### src/rtl/timer0_count_unit.sv
// Timer/Counter0 counting and flag engine for the ATMega32A emulator.
// A single system clock drives everything. The prescaler taps and the
// synchronised T0 pin edges are turned into a registered one-cycle tick
// enable. The tick advances TCNT0, raises TOV0/OCF0 and drives OC0.
module timer0_count_unit #(
   parameter int PRESCALER_WIDTH = 10,  // >= 10 so the /1024 tap exists
   parameter int SYNC_STAGES     = 2    // >= 2 synchroniser flops on T0
) (
   input  logic       sysClock,
   input  logic       system_reset,
   input  logic [7:0] TCCR_in,
   input  logic [7:0] OCR_in,
   input  logic [7:0] TIMSK_in,
   input  logic [7:0] TCNT_write_data,
   input  logic       TCNT_write_enable,
   input  logic [7:0] TIFR_write_data,
   input  logic       TIFR_write_enable,
   input  logic       ovf_ack,
   input  logic       comp_ack,
   input  logic       prescaler_reset,
   input  logic       T0_pin,
   output logic [7:0] TCNT_out,
   output logic [7:0] TIFR_out,
   output logic       timer_tick,
   output logic       ovf_irq,
   output logic       comp_irq,
   output logic       OC0_out
);

   localparam logic [2:0] CS_STOP  = 3'd0;
   localparam logic [2:0] CS_DIV1  = 3'd1;
   localparam logic [2:0] CS_DIV8  = 3'd2;
   localparam logic [2:0] CS_DIV64 = 3'd3;
   localparam logic [2:0] CS_DIV256  = 3'd4;
   localparam logic [2:0] CS_DIV1024 = 3'd5;
   localparam logic [2:0] CS_T0_FALL = 3'd6;
   localparam logic [2:0] CS_T0_RISE = 3'd7;

   logic [PRESCALER_WIDTH-1:0] presc;
   logic [PRESCALER_WIDTH-1:0] presc_next;
   logic [SYNC_STAGES-1:0]     t0_sync;
   logic                       t0_prev;
   logic                       t0_rise;
   logic                       t0_fall;
   logic                       tick_sel_p0;
   logic                       tick_p1;
   logic [7:0]                 tcnt;
   logic                       cmp_block;
   logic                       tov;
   logic                       ocf;
   logic                       oc0;

   logic [2:0] cs;
   logic [1:0] com;
   logic       ctc_mode;
   logic       at_top;
   logic       at_ocr;
   logic       tick_used;
   logic       match;
   logic       ovf_set;
   logic       tov_clr;
   logic       ocf_clr;
   logic       unused_bits;

   // Register field decode; WGM00=1 is unsupported and falls back to normal.
   assign cs       = TCCR_in[2:0];
   assign com      = TCCR_in[5:4];
   assign ctc_mode = TCCR_in[3] & ~TCCR_in[6];

   assign unused_bits = ^{TCCR_in[7], TIMSK_in[7:2], TIFR_write_data[7:2]};

   // Next prescaler value; PSR10 forces zero for this cycle.
   always_comb begin
      presc_next = presc + 1'b1;
      if (prescaler_reset) begin
         presc_next = '0;
      end
   end

   // Free-running prescaler.
   always_ff @(posedge sysClock) begin
      if (!system_reset) begin
         presc <= '0;
      end else begin
         presc <= presc_next;
      end
   end

   // T0 pin synchroniser plus one delayed copy for edge detection.
   always_ff @(posedge sysClock) begin
      if (!system_reset) begin
         t0_sync <= '0;
         t0_prev <= 1'b0;
      end else begin
         t0_sync <= {t0_sync[SYNC_STAGES-2:0], T0_pin};
         t0_prev <= t0_sync[SYNC_STAGES-1];
      end
   end

   assign t0_rise =  t0_sync[SYNC_STAGES-1] & ~t0_prev;
   assign t0_fall = ~t0_sync[SYNC_STAGES-1] &  t0_prev;

   // Clock-select mux. Prescaler taps look at presc_next so the registered
   // tick lines up with the cycle in which the prescaler shows all ones.
   always_comb begin
      tick_sel_p0 = 1'b0;
      case (cs)
         CS_STOP:    tick_sel_p0 = 1'b0;
         CS_DIV1:    tick_sel_p0 = 1'b1;
         CS_DIV8:    tick_sel_p0 = &presc_next[2:0];
         CS_DIV64:   tick_sel_p0 = &presc_next[5:0];
         CS_DIV256:  tick_sel_p0 = &presc_next[7:0];
         CS_DIV1024: tick_sel_p0 = &presc_next[9:0];
         CS_T0_FALL: tick_sel_p0 = t0_fall;
         CS_T0_RISE: tick_sel_p0 = t0_rise;
         default:    tick_sel_p0 = 1'b0;
      endcase
   end

   // ---- stage p0 -> p1: registered tick enable ----
   always_ff @(posedge sysClock) begin
      if (!system_reset) begin
         tick_p1 <= 1'b0;
      end else begin
         tick_p1 <= tick_sel_p0;
      end
   end

   // A CPU write swallows the tick, so it neither counts nor matches.
   assign at_top    = (tcnt == 8'hFF);
   assign at_ocr    = (tcnt == OCR_in);
   assign tick_used = tick_p1 & ~TCNT_write_enable;
   assign match     = tick_used & at_ocr & ~cmp_block;
   assign ovf_set   = tick_used & at_top;
   assign tov_clr   = (TIFR_write_enable & TIFR_write_data[0]) | ovf_ack;
   assign ocf_clr   = (TIFR_write_enable & TIFR_write_data[1]) | comp_ack;

   // Counter and compare-block bit; CPU write outranks the tick.
   always_ff @(posedge sysClock) begin
      if (!system_reset) begin
         tcnt      <= 8'h00;
         cmp_block <= 1'b0;
      end else if (TCNT_write_enable) begin
         tcnt      <= TCNT_write_data;
         cmp_block <= 1'b1;
      end else if (tick_p1) begin
         cmp_block <= 1'b0;
         if ((ctc_mode && at_ocr) || at_top) begin
            tcnt <= 8'h00;
         end else begin
            tcnt <= tcnt + 8'd1;
         end
      end
   end

   // Interrupt flags; a hardware set wins over a clear in the same cycle.
   always_ff @(posedge sysClock) begin
      if (!system_reset) begin
         tov <= 1'b0;
         ocf <= 1'b0;
      end else begin
         tov <= ovf_set | (tov & ~tov_clr);
         ocf <= match   | (ocf & ~ocf_clr);
      end
   end

   // OC0 pin action on compare match; COM0=0 keeps the pin low.
   always_ff @(posedge sysClock) begin
      if (!system_reset) begin
         oc0 <= 1'b0;
      end else if (com == 2'd0) begin
         oc0 <= 1'b0;
      end else if (match) begin
         case (com)
            2'd1:    oc0 <= ~oc0;
            2'd2:    oc0 <= 1'b0;
            2'd3:    oc0 <= 1'b1;
            default: oc0 <= 1'b0;
         endcase
      end
   end

   assign TCNT_out   = tcnt;
   assign TIFR_out   = {6'b000000, ocf, tov};
   assign timer_tick = tick_p1;
   assign ovf_irq    = tov & TIMSK_in[0];
   assign comp_irq   = ocf & TIMSK_in[1];
   assign OC0_out    = oc0;

endmodule
### config.mk
export PLATFORM = sky130hd
export DESIGN_NAME = timer0_count_unit
export DESIGN_NICKNAME = d
export VERILOG_FILES = /design/src/rtl/timer0_count_unit.sv
export SDC_FILE = /design/constraint.sdc
export NUM_CORES = 1
export LEC_CHECK = 0
export BUFFER_PORTS_ARGS = -buffer_cell sky130_fd_sc_hd__buf_4
export CAP_MARGIN = 15
export CORE_MARGIN = 1
export CORE_UTILIZATION = 35
export DETAILED_ROUTE_END_ITERATION = 8
export PLACE_DENSITY = 0.68
export SLEW_MARGIN = 5
export SYNTH_ARGS = -nofsm -noshare
export SYNTH_HDL_FRONTEND = slang
export SYNTH_SLANG_ARGS = --single-unit
### constraint.sdc
create_clock -name sysClock -period 2.6 [get_ports sysClock]
set_input_delay 0.39 -clock sysClock [delete_from_list [all_inputs] [get_ports sysClock]]
set_output_delay 0.39 -clock sysClock [all_outputs]
set_load 0.005 [all_outputs]
======== Word level (Yosys, flattened, before mapping) ========
Index checks and enable logic that the tools add are counted.
Widths: inputs -> output; s select.
storage, ports and cells
  logic and storage cells ................. 66
  bits in registers ....................... 26
  output and inout bits ................... 20
  memories ................................ 0
  bits in latches ......................... 0
  bits in writable memories ............... 0
  ROM bits ................................ 0
operators by class
  reductions and logical operators ........ 10
  add/subtract/negate cells ............... 2
  bitwise operators ....................... 26
  divide/modulo/power cells ............... 0
  equality and inequality tests ........... 11
  shifts and indexed selects .............. 0
  magnitude comparators ................... 0
  multipliers ............................. 0
  muxes and demuxes ....................... 8
operators with widths
  kind                   count
  $mux 8                 3
  $and 1x1->1            13
  $eq 3x3->1 const B     4
  $add 10x1->10 const B  1
  $mux 10                1
  $reduce_and 10->1      1
  $not 1->1              9
  $add 8x1->8 const B    1
  $eq 8x8->1             1
  $eq 8x8->1 const B     1
  $pmux 1 s8             1
  $reduce_and 8->1       1
  $eq 3x2->1 const B     2
  $reduce_and 6->1       1
  $or 1x1->1             4
  $eq 3x1->1 const B     1
  $logic_not 3->1        1
  $reduce_and 3->1       1
  $eq 2x1->1 const B     1
  $eq 2x2->1 const B     1
  $logic_not 2->1        1
  $mux 1                 2
  $pmux 1 s2             1
  $reduce_bool 2->1      1
  other kinds (3)        3

======== Logic depth before layout (Yosys ltp) ========
Gate-level depths: netlist of run 1.
  word-level depth ........................ 7
  depth in mapped cells ................... 7
  gate-level depth less buffers ........... 6

======== Worst setup path after synthesis of run 1 ========
OpenSTA, ideal clock, no wires.
  path kind ............................... flip-flop to flip-flop
  start ................................... register presc[0]
  end ..................................... register tick_p1 (netlist: timer_tick)
  library setup time ...................... 0.070 ns
  clock period less this slack ............ 1.786 ns
  path buffers ............................ 1
  cell stages (with the launch flop) ...... 8
  setup slack ............................. 0.814 ns
  required time ........................... 2.530 ns
  arrival ................................. 1.716 ns
  cells stage by stage .................... dfxtp_1 ha_1 buf_4 nand3_1 o31a_1 and3_1 a2111o_1 a21oi_1
between the ends
  longest elaborated chain between the ends .. 4
  elaborated cells on any way between the ends .. 7
  those cells by class .................... add/sub: 1; mux: 2; reduce/logical: 4
ends and longest elaborated chain
  item                                       line  source
  start: declaration                         39    logic [PRESCALER_WIDTH-1:0] presc;
  start signal: assignment                   85    presc <= presc_next;
  $add 10x1->10 (*)                          74    presc_next = presc + 1'b1;
  $mux 10 (*)                                75    if (prescaler_reset) begin
  $reduce_and 10->1 (tied with other cells)  113   CS_DIV1024: tick_sel_p0 = &presc_next[9:0];
  $pmux 1 s8 (*)                             107   case (cs)
  end signal: assignment                     125   tick_p1 <= tick_sel_p0;
  end: declaration                           46    logic tick_p1;
Every way passes the cells marked *; elsewhere a longest branch is shown, timed or not.
A chain may end at the register's enable or synchronous reset.

======== Final worst setup path of run 1 ========
Ends and elaborated chain as after synthesis.

==> results of run 1 <==
==> cells in the final DEF (no fill, tap or decap), drive strengths merged, types with 2 or more instances in the layout <==
master  count
or3         3
o21ai       3
nor3b       6
and2        9
and4        2
nand4b      3
nand3b      4
clkbuf      4
nand3       7
nor2b       4
conb        6
inv         5
nand2      12
o21a        3
dfxtp      26
and4b       4
o31ai       3
buf        48
nor3        3
nor2       17
a21boi      3
xnor2       5
xor2       16
nand4       4
nand2b      6
a21oi      12
ha          2
nor4        5
==> where the power goes <==
group / internal (mW) / switching (mW)
Clock: 0.135 / 0.124
Combinational: 0.0743 / 0.0498
Sequential: 0.411 / 0.0212
Total: 0.621 / 0.195
==> worst paths after layout <==
check                         from               endpoint
max reg2reg    presc[0]$_SDFF_PN0_  timer_tick$_SDFF_PN0_
max            presc[0]$_SDFF_PN0_  timer_tick$_SDFF_PN0_
min                         T0_pin  t0_sync[0]$_SDFF_PN0_
min reg2reg  t0_sync[0]$_SDFF_PN0_  t0_sync[1]$_SDFF_PN0_
==> critical path: cells and delay by family, from the launching register on <==
family | cells | cell delay (ps)
AO/OA/AOI/OAI | 3 | 780
flip-flops | 1 | 450
adder cells (fa/ha/maj) | 1 | 410
AND/OR/NAND/NOR | 2 | 350
==> kinds of logic (layout without fill, tap and decap cells) <==
logic type	Yosys count	in the layout	share of synthesized area [%]
AO/OA/AOI/OAI	35	35	14.7
XOR/XNOR	21	21	11.1
adder cells (fa/ha/maj)	2	2	1.51
buffers and inverters	23	57	7.94
flip-flops	26	26	31.4
other	1	6	0.227
AND/OR/NAND/NOR	91	91	33.0
==> state kept, by name, indices dropped and copies added (netlist names) <==
signal / cells
t0_prev: 1
presc: 10
tov: 1
t0_sync: 2
TCNT_out: 8
cmp_block: 1
ocf: 1
OC0_out: 1
timer_tick: 1
==> cell type report <==
cell class / instances / area, sq um
multi-input combinational: 155 / 1020
fill: 443 / 2400
timing repair buffer: 48 / 360
tap: 52 / 65.1
inverter: 5 / 18.8
sequential: 26 / 520
clock buffer: 4 / 55.1
==> stage by stage <==
stage | worst slack [ps] | cells | hold slack, ps | instance area [sq um] | total power, mW
detailed placement | 562 | 286 | 428 | 1990 | 0.567
global placement | 552 | 286 | 426 | 1990 | 0.564
floorplan | 814 | 204 | 412 | 1670 | 0.506
finish | 535 | 290 | 324 | 2040 | 0.816
global route | 347 | 290 | 321 | 2040 | 0.862
CTS | 533 | 290 | 312 | 2040 | 0.835
==> per-layer routing <==
metal	share of wire [%]	up-vias	global-route usage [%]	routed length, microns
li1	-	773	-	-
met1	47	667	19.4	1650
met2	44	42	22.2	1540
met3	8.0	2	4.27	277
met4	0.69	0	4.00	24
met5	0	-	0	0
==> impl_metrics.yaml, run 1 <==
status:
  status: "finished with violations"
  violations: "design-rule violations"
sta:
  setup_viol: 0
  drv_slew: 0
  skew_ps: 4.15
  hold_viol: 0
  period_needed_ps: 2070
  rsz0062_at_grt: "no"
  finalSetupTns_ps: 0
  clock.fmax_mhz: 484
  post-route-period-util_pct: 79.4
cts:
  post-cts-setup-buffers: 0
  cts_htree_levels: 1
  cts_sinks: 26
  numCtsBuffers: 3
  clkTransAtPathRegs_ps: 80
  cts_tree: "done"
  root_buffer: "clkbuf_8"
  cts_resized: 0
  cts-hold-fix-buffers: 0
  clk_latency_ps: 270
  clk_path_buf_depth: 2
global_routing:
  grt_util_all_layers_pct: 14.3
  grt-ovfl-total: 0
  grt_pass1_vias: 1286
  grt_pass1_wl_mm: 5.77
  grt_max_degree: 19
  antenna_found_initial: 0
worst_hold_path:
  min_path_cells: 2
  hold_path.class: "in2reg"
placement:
  post-dp-hpwl_mm: 2.59
  place.gp.congestion: 0.845
  io_buffers: 48
power_and_ir_drop:
  irDropWorstVdd_uv: 359
  power.density_nw_per_um2: 399
  p_leak_nw: 0.808
critical_path:
  cpPeakStageDelay_ps: 450
  cp.arrival_ps: 2270
  cp_slowest_cell: "dfxtp_1"
  crit_fanout: 12
  crit_chain: "ha_1 -> nand3_1 -> o31a_1 -> and3_1 -> a2111o_1 -> a21oi_1"
  path_class: "reg2reg"
  required_ps: 2810
  rr_worst_depth: 6
  r2r_slack_ps: 530
  end_kind: "register"
  crit_path_start_kind: "register"
floorplan:
  die-area_sq_um: 5010
  die_x_microns: 70.8
  initial_core_util_pct: 37.2
  num_rows: 24
  coreArea_sq_um: 4440
  ios: 68
  die_y_microns: 70.8
drt:
  vias: 1484
  drc: 16
  drtIter0Drc: 116
  first_pass_iters: 6
  drtAntennaViolNets: 0
  post_drt_wl_per_cell_microns: 12.0
  drt_wl_total_mm: 3.48
  vias_per_cell: 5.12
layout:
  final_util_pct: 45.9
  diodes: 0
  syn2layout_area_growth_pct: 23.4
  nNetsFinal: 289
  layout-drive-gt1-share_pct: 24.4
synth:
  avgSynthCellArea_sq_um: 8.32
  yosys_most_used_dff: "dfxtp_1"
  async_flop_share_pct: 0
  yosys-top-cells-area: "dfxtp_1 31%, xor2_1 8.5%, buf_4 4.1%"
  ys_seq_elements: 26
  synth_edf_count: 0
  synth.largest_area_cell: "dfxtp_1"
  netlist_area_sq_um: 1660
  yosysUniqueCellTypes: 49
  post-synth-top-count-cell: "dfxtp_1"
  syn_inst: 199
  synth_top_area_share_pct: 31.4
  yosys_warnings: 0
  ys_seq_area_share_pct: 31.4
  synth_common_cells: "26 x dfxtp_1, 17 x nor2_1, 16 x xor2_1, 12 x nand2_1, 11 x a21oi_1"
flow_run:
  drv_cap: 0
No activity file was read; power rests on OpenSTA's default activity.
==> run 2, diff against run 1 <==
--- a/config.mk
+++ b/config.mk
@@ -5,6 +5,7 @@
 export SDC_FILE = /design/constraint.sdc
 export NUM_CORES = 1
 export LEC_CHECK = 0
+export ABC_AREA = 1
 export BUFFER_PORTS_ARGS = -buffer_cell sky130_fd_sc_hd__buf_4
 export CAP_MARGIN = 15
 export CORE_MARGIN = 1
==> constraint.sdc (replaced) <==
create_clock -name sysClock -period 2 [get_ports sysClock]
set_input_delay 0.3 -clock sysClock [delete_from_list [all_inputs] [get_ports sysClock]]
set_output_delay 0.3 -clock sysClock [all_outputs]
set_load 0.005 [all_outputs]
==> run 2 against run 1 <==
  * The flow now finishes without violations
  * First-iteration DRC count down 21%
  * Total power grew 43%
  * Clock-buffer cell count decreased by 1
  * Critical path type unchanged
  * Highest routed layer unchanged
==> impl_metrics.yaml, run 2 <==
floorplan:
  initial_core_util_pct: 37.0
  die-area_sq_um: 4940
  num_rows: 24
  die_x_microns: 70.3
  die_y_microns: 70.3
  coreArea_sq_um: 4410
  ios: 68
synth:
  async_flop_share_pct: 0
  synth.largest_area_cell: "dfxtp_1"
  yosys-top-cells-area: "dfxtp_1 32%, nand2_1 13%, inv_1 9.9%"
  yosys_warnings: 0
  synth_top_area_share_pct: 31.9
  yosys_most_used_dff: "dfxtp_1"
  synth_common_cells: "58 x nand2_1, 43 x inv_1, 28 x nor2_1, 26 x dfxtp_1"
  yosysUniqueCellTypes: 32
  netlist_area_sq_um: 1630
  syn_inst: 247
  ys_seq_area_share_pct: 31.9
  post-synth-top-count-cell: "nand2_1"
  ys_seq_elements: 26
  avgSynthCellArea_sq_um: 6.61
  synth_edf_count: 0
drt:
  drtAntennaViolNets: 0
  first_pass_iters: 4
  vias: 1574
  vias_per_cell: 4.58
  post_drt_wl_per_cell_microns: 10.7
  drt_wl_total_mm: 3.69
  drc: 0
  drtIter0Drc: 92
critical_path:
  cp_slowest_cell: "dfxtp_1"
  end_kind: "register"
  crit_chain: "ha_1 -> nand2_1 -> nor2_1 -> nand3b_1 -> nand2_1 -> nand3_1 -> nand2_1 -> nand3_1 -> a21oi_1"
  r2r-start: "presc[0]$_SDFF_PN0_"
  cpMostUsedCell: "nand2_1"
  cpPeakStageDelay_ps: 480
  path_class: "reg2reg"
  crit_path_start: "presc[0]$_SDFF_PN0_"
  crit_path_start_kind: "register"
  crit_fanout: 8
  cp.arrival_ps: 1870
  required_ps: 2210
placement:
  post-dp-hpwl_mm: 2.83
  place_inst: 340
  io_buffers: 48
  place.gp.congestion: 0.802
sta:
  finalSetupTns_ps: 0
  hold_viol: 0
  post-route-period-util_pct: 83.0
  period_needed_ps: 1660
  slew_headroom_pct: 63.9
  rsz0062_at_grt: "no"
  clock.fmax_mhz: 603
  setup_viol: 0
  skew_ps: 4.85
  drv_slew: 0
  worst_pin_slew_ps: 539
power_and_ir_drop:
  p_leak_nw: 1.01
  irDropWorstVdd_uv: 389
  power.density_nw_per_um2: 567
cts:
  clkTransAtPathRegs_ps: 90
  cts_sinks: 26
  clk_path_buf_depth: 2
  post-cts-setup-buffers: 0
  numCtsBuffers: 3
  clk_latency_ps: 270
  cts_tree: "done"
  cts_resized: 0
  cts-hold-fix-buffers: 0
  root_buffer: "clkbuf_8"
  cts_htree_levels: 1
status:
  status: "completed"
worst_hold_path:
  hold_path.class: "in2reg"
  holdCritStartpoint: "T0_pin"
layout:
  syn2layout_area_growth_pct: 26.1
  final_cell_mix: "58 x nand2_1, 49 x buf_4, 43 x inv_1"
  n_fill_cell: 462
  nNetsFinal: 343
  layout-drive-gt1-share_pct: 21.2
  largest_reg_flops: 10
  final_util_pct: 46.6
  layout_commonest_cell: "nand2_1"
  final_cells: 344
  regMostFlops: "presc"
  diodes: 0
global_routing:
  grt_max_degree: 16
  grt_pass1_wl_mm: 6.49
  grt-ovfl-total: 0
  grt_util_all_layers_pct: 16.0
  antenna_found_initial: 0
  grt_pass1_vias: 1557
flow_run:
  drv_cap: 0
[run 2: changes by cell type after synthesis, moves of 4 or more]
cell      before  now
nor2_1        17   28
nand2b_1       6    0
inv_1          5   43
nor3b_1        6    0
nand4_1        4   10
and4b_1        4    0
a21oi_1       11   15
nand3_1        7   15
a22oi_1        0    7
xor2_1        16    4
nand2_1       12   58
and2_1         9    1
nor2b_1        4    0
[run 2: worst max-delay path: cells and delay by family, from the launching register on]
family,cells,cell delay (ps)
and+or+nand+nor,7,720
adders and majority gates,1,270
AOI/OAI and AO/OA,1,120
DFF,1,480
[run 2: cell families (layout without fill, tap and decap cells)]
group,count (synthesis),count (layout),share of synthesized area (%)
compound gates,29,29,10.8
xor+xnor,9,9,4.83
fa+ha+maj,2,2,1.53
buf+inv,56,96,15.9
flops,26,26,31.9
other cells,1,6,0.230
simple gates,124,124,34.8
[run 2: final cells by class]
cell class              instances  area, sq um  share of cell area (%)
clock buffers                   3         41.3                    2.01
clock inverters                 1         30.0                    1.46
inverters                      43          161                    7.85
multi-input cells             170          871                    42.3
flip-flops and latches         26          520                    25.3
well taps                      52         65.1                    3.16
repair buffers                 49          368                    17.9
[run 2: final timing paths]
check	end	slack (ps)	cells after the start
worst max register to register	timer_tick$_SDFF_PN0_	340	9
worst max-delay path	timer_tick$_SDFF_PN0_	340	9
worst min-delay path	t0_sync[0]$_SDFF_PN0_	200	3
worst min register to register	t0_sync[1]$_SDFF_PN0_	420	2
[run 2: routing by layer]
metal  wire [microns]  up-vias  track usage [%]
li1                 -      856                -
met1             1700      676             19.1
met2             1750       38             28.8
met3              215        4             3.90
met4               29        0             3.33
met5                0        -                0
[run 2: stage by stage]
step           hold slack (ps)  power (mW)  setup WS (ps)  instance area [sq um]
2_1_floorplan              378       0.663            538                   1650
3_3_place_gp               396       0.738            410                   1990
3_5_place_dp               401       0.741            366                   1990
4_1_cts                    188        1.19            334                   2060
5_1_grt                    201        1.23            160                   2060
6_report                   204        1.17            340                   2060
[run 2: report_power, final]
| part | internal, mW | switching (mW) | leakage [nW] | total (mW) |
|---|---|---|---|---|
| clock | 0.268 | 0.169 | 0.0357 | 0.437 |
| sequential | 0.534 | 0.0263 | 0.212 | 0.561 |
| combinational | 0.0922 | 0.0763 | 0.765 | 0.169 |
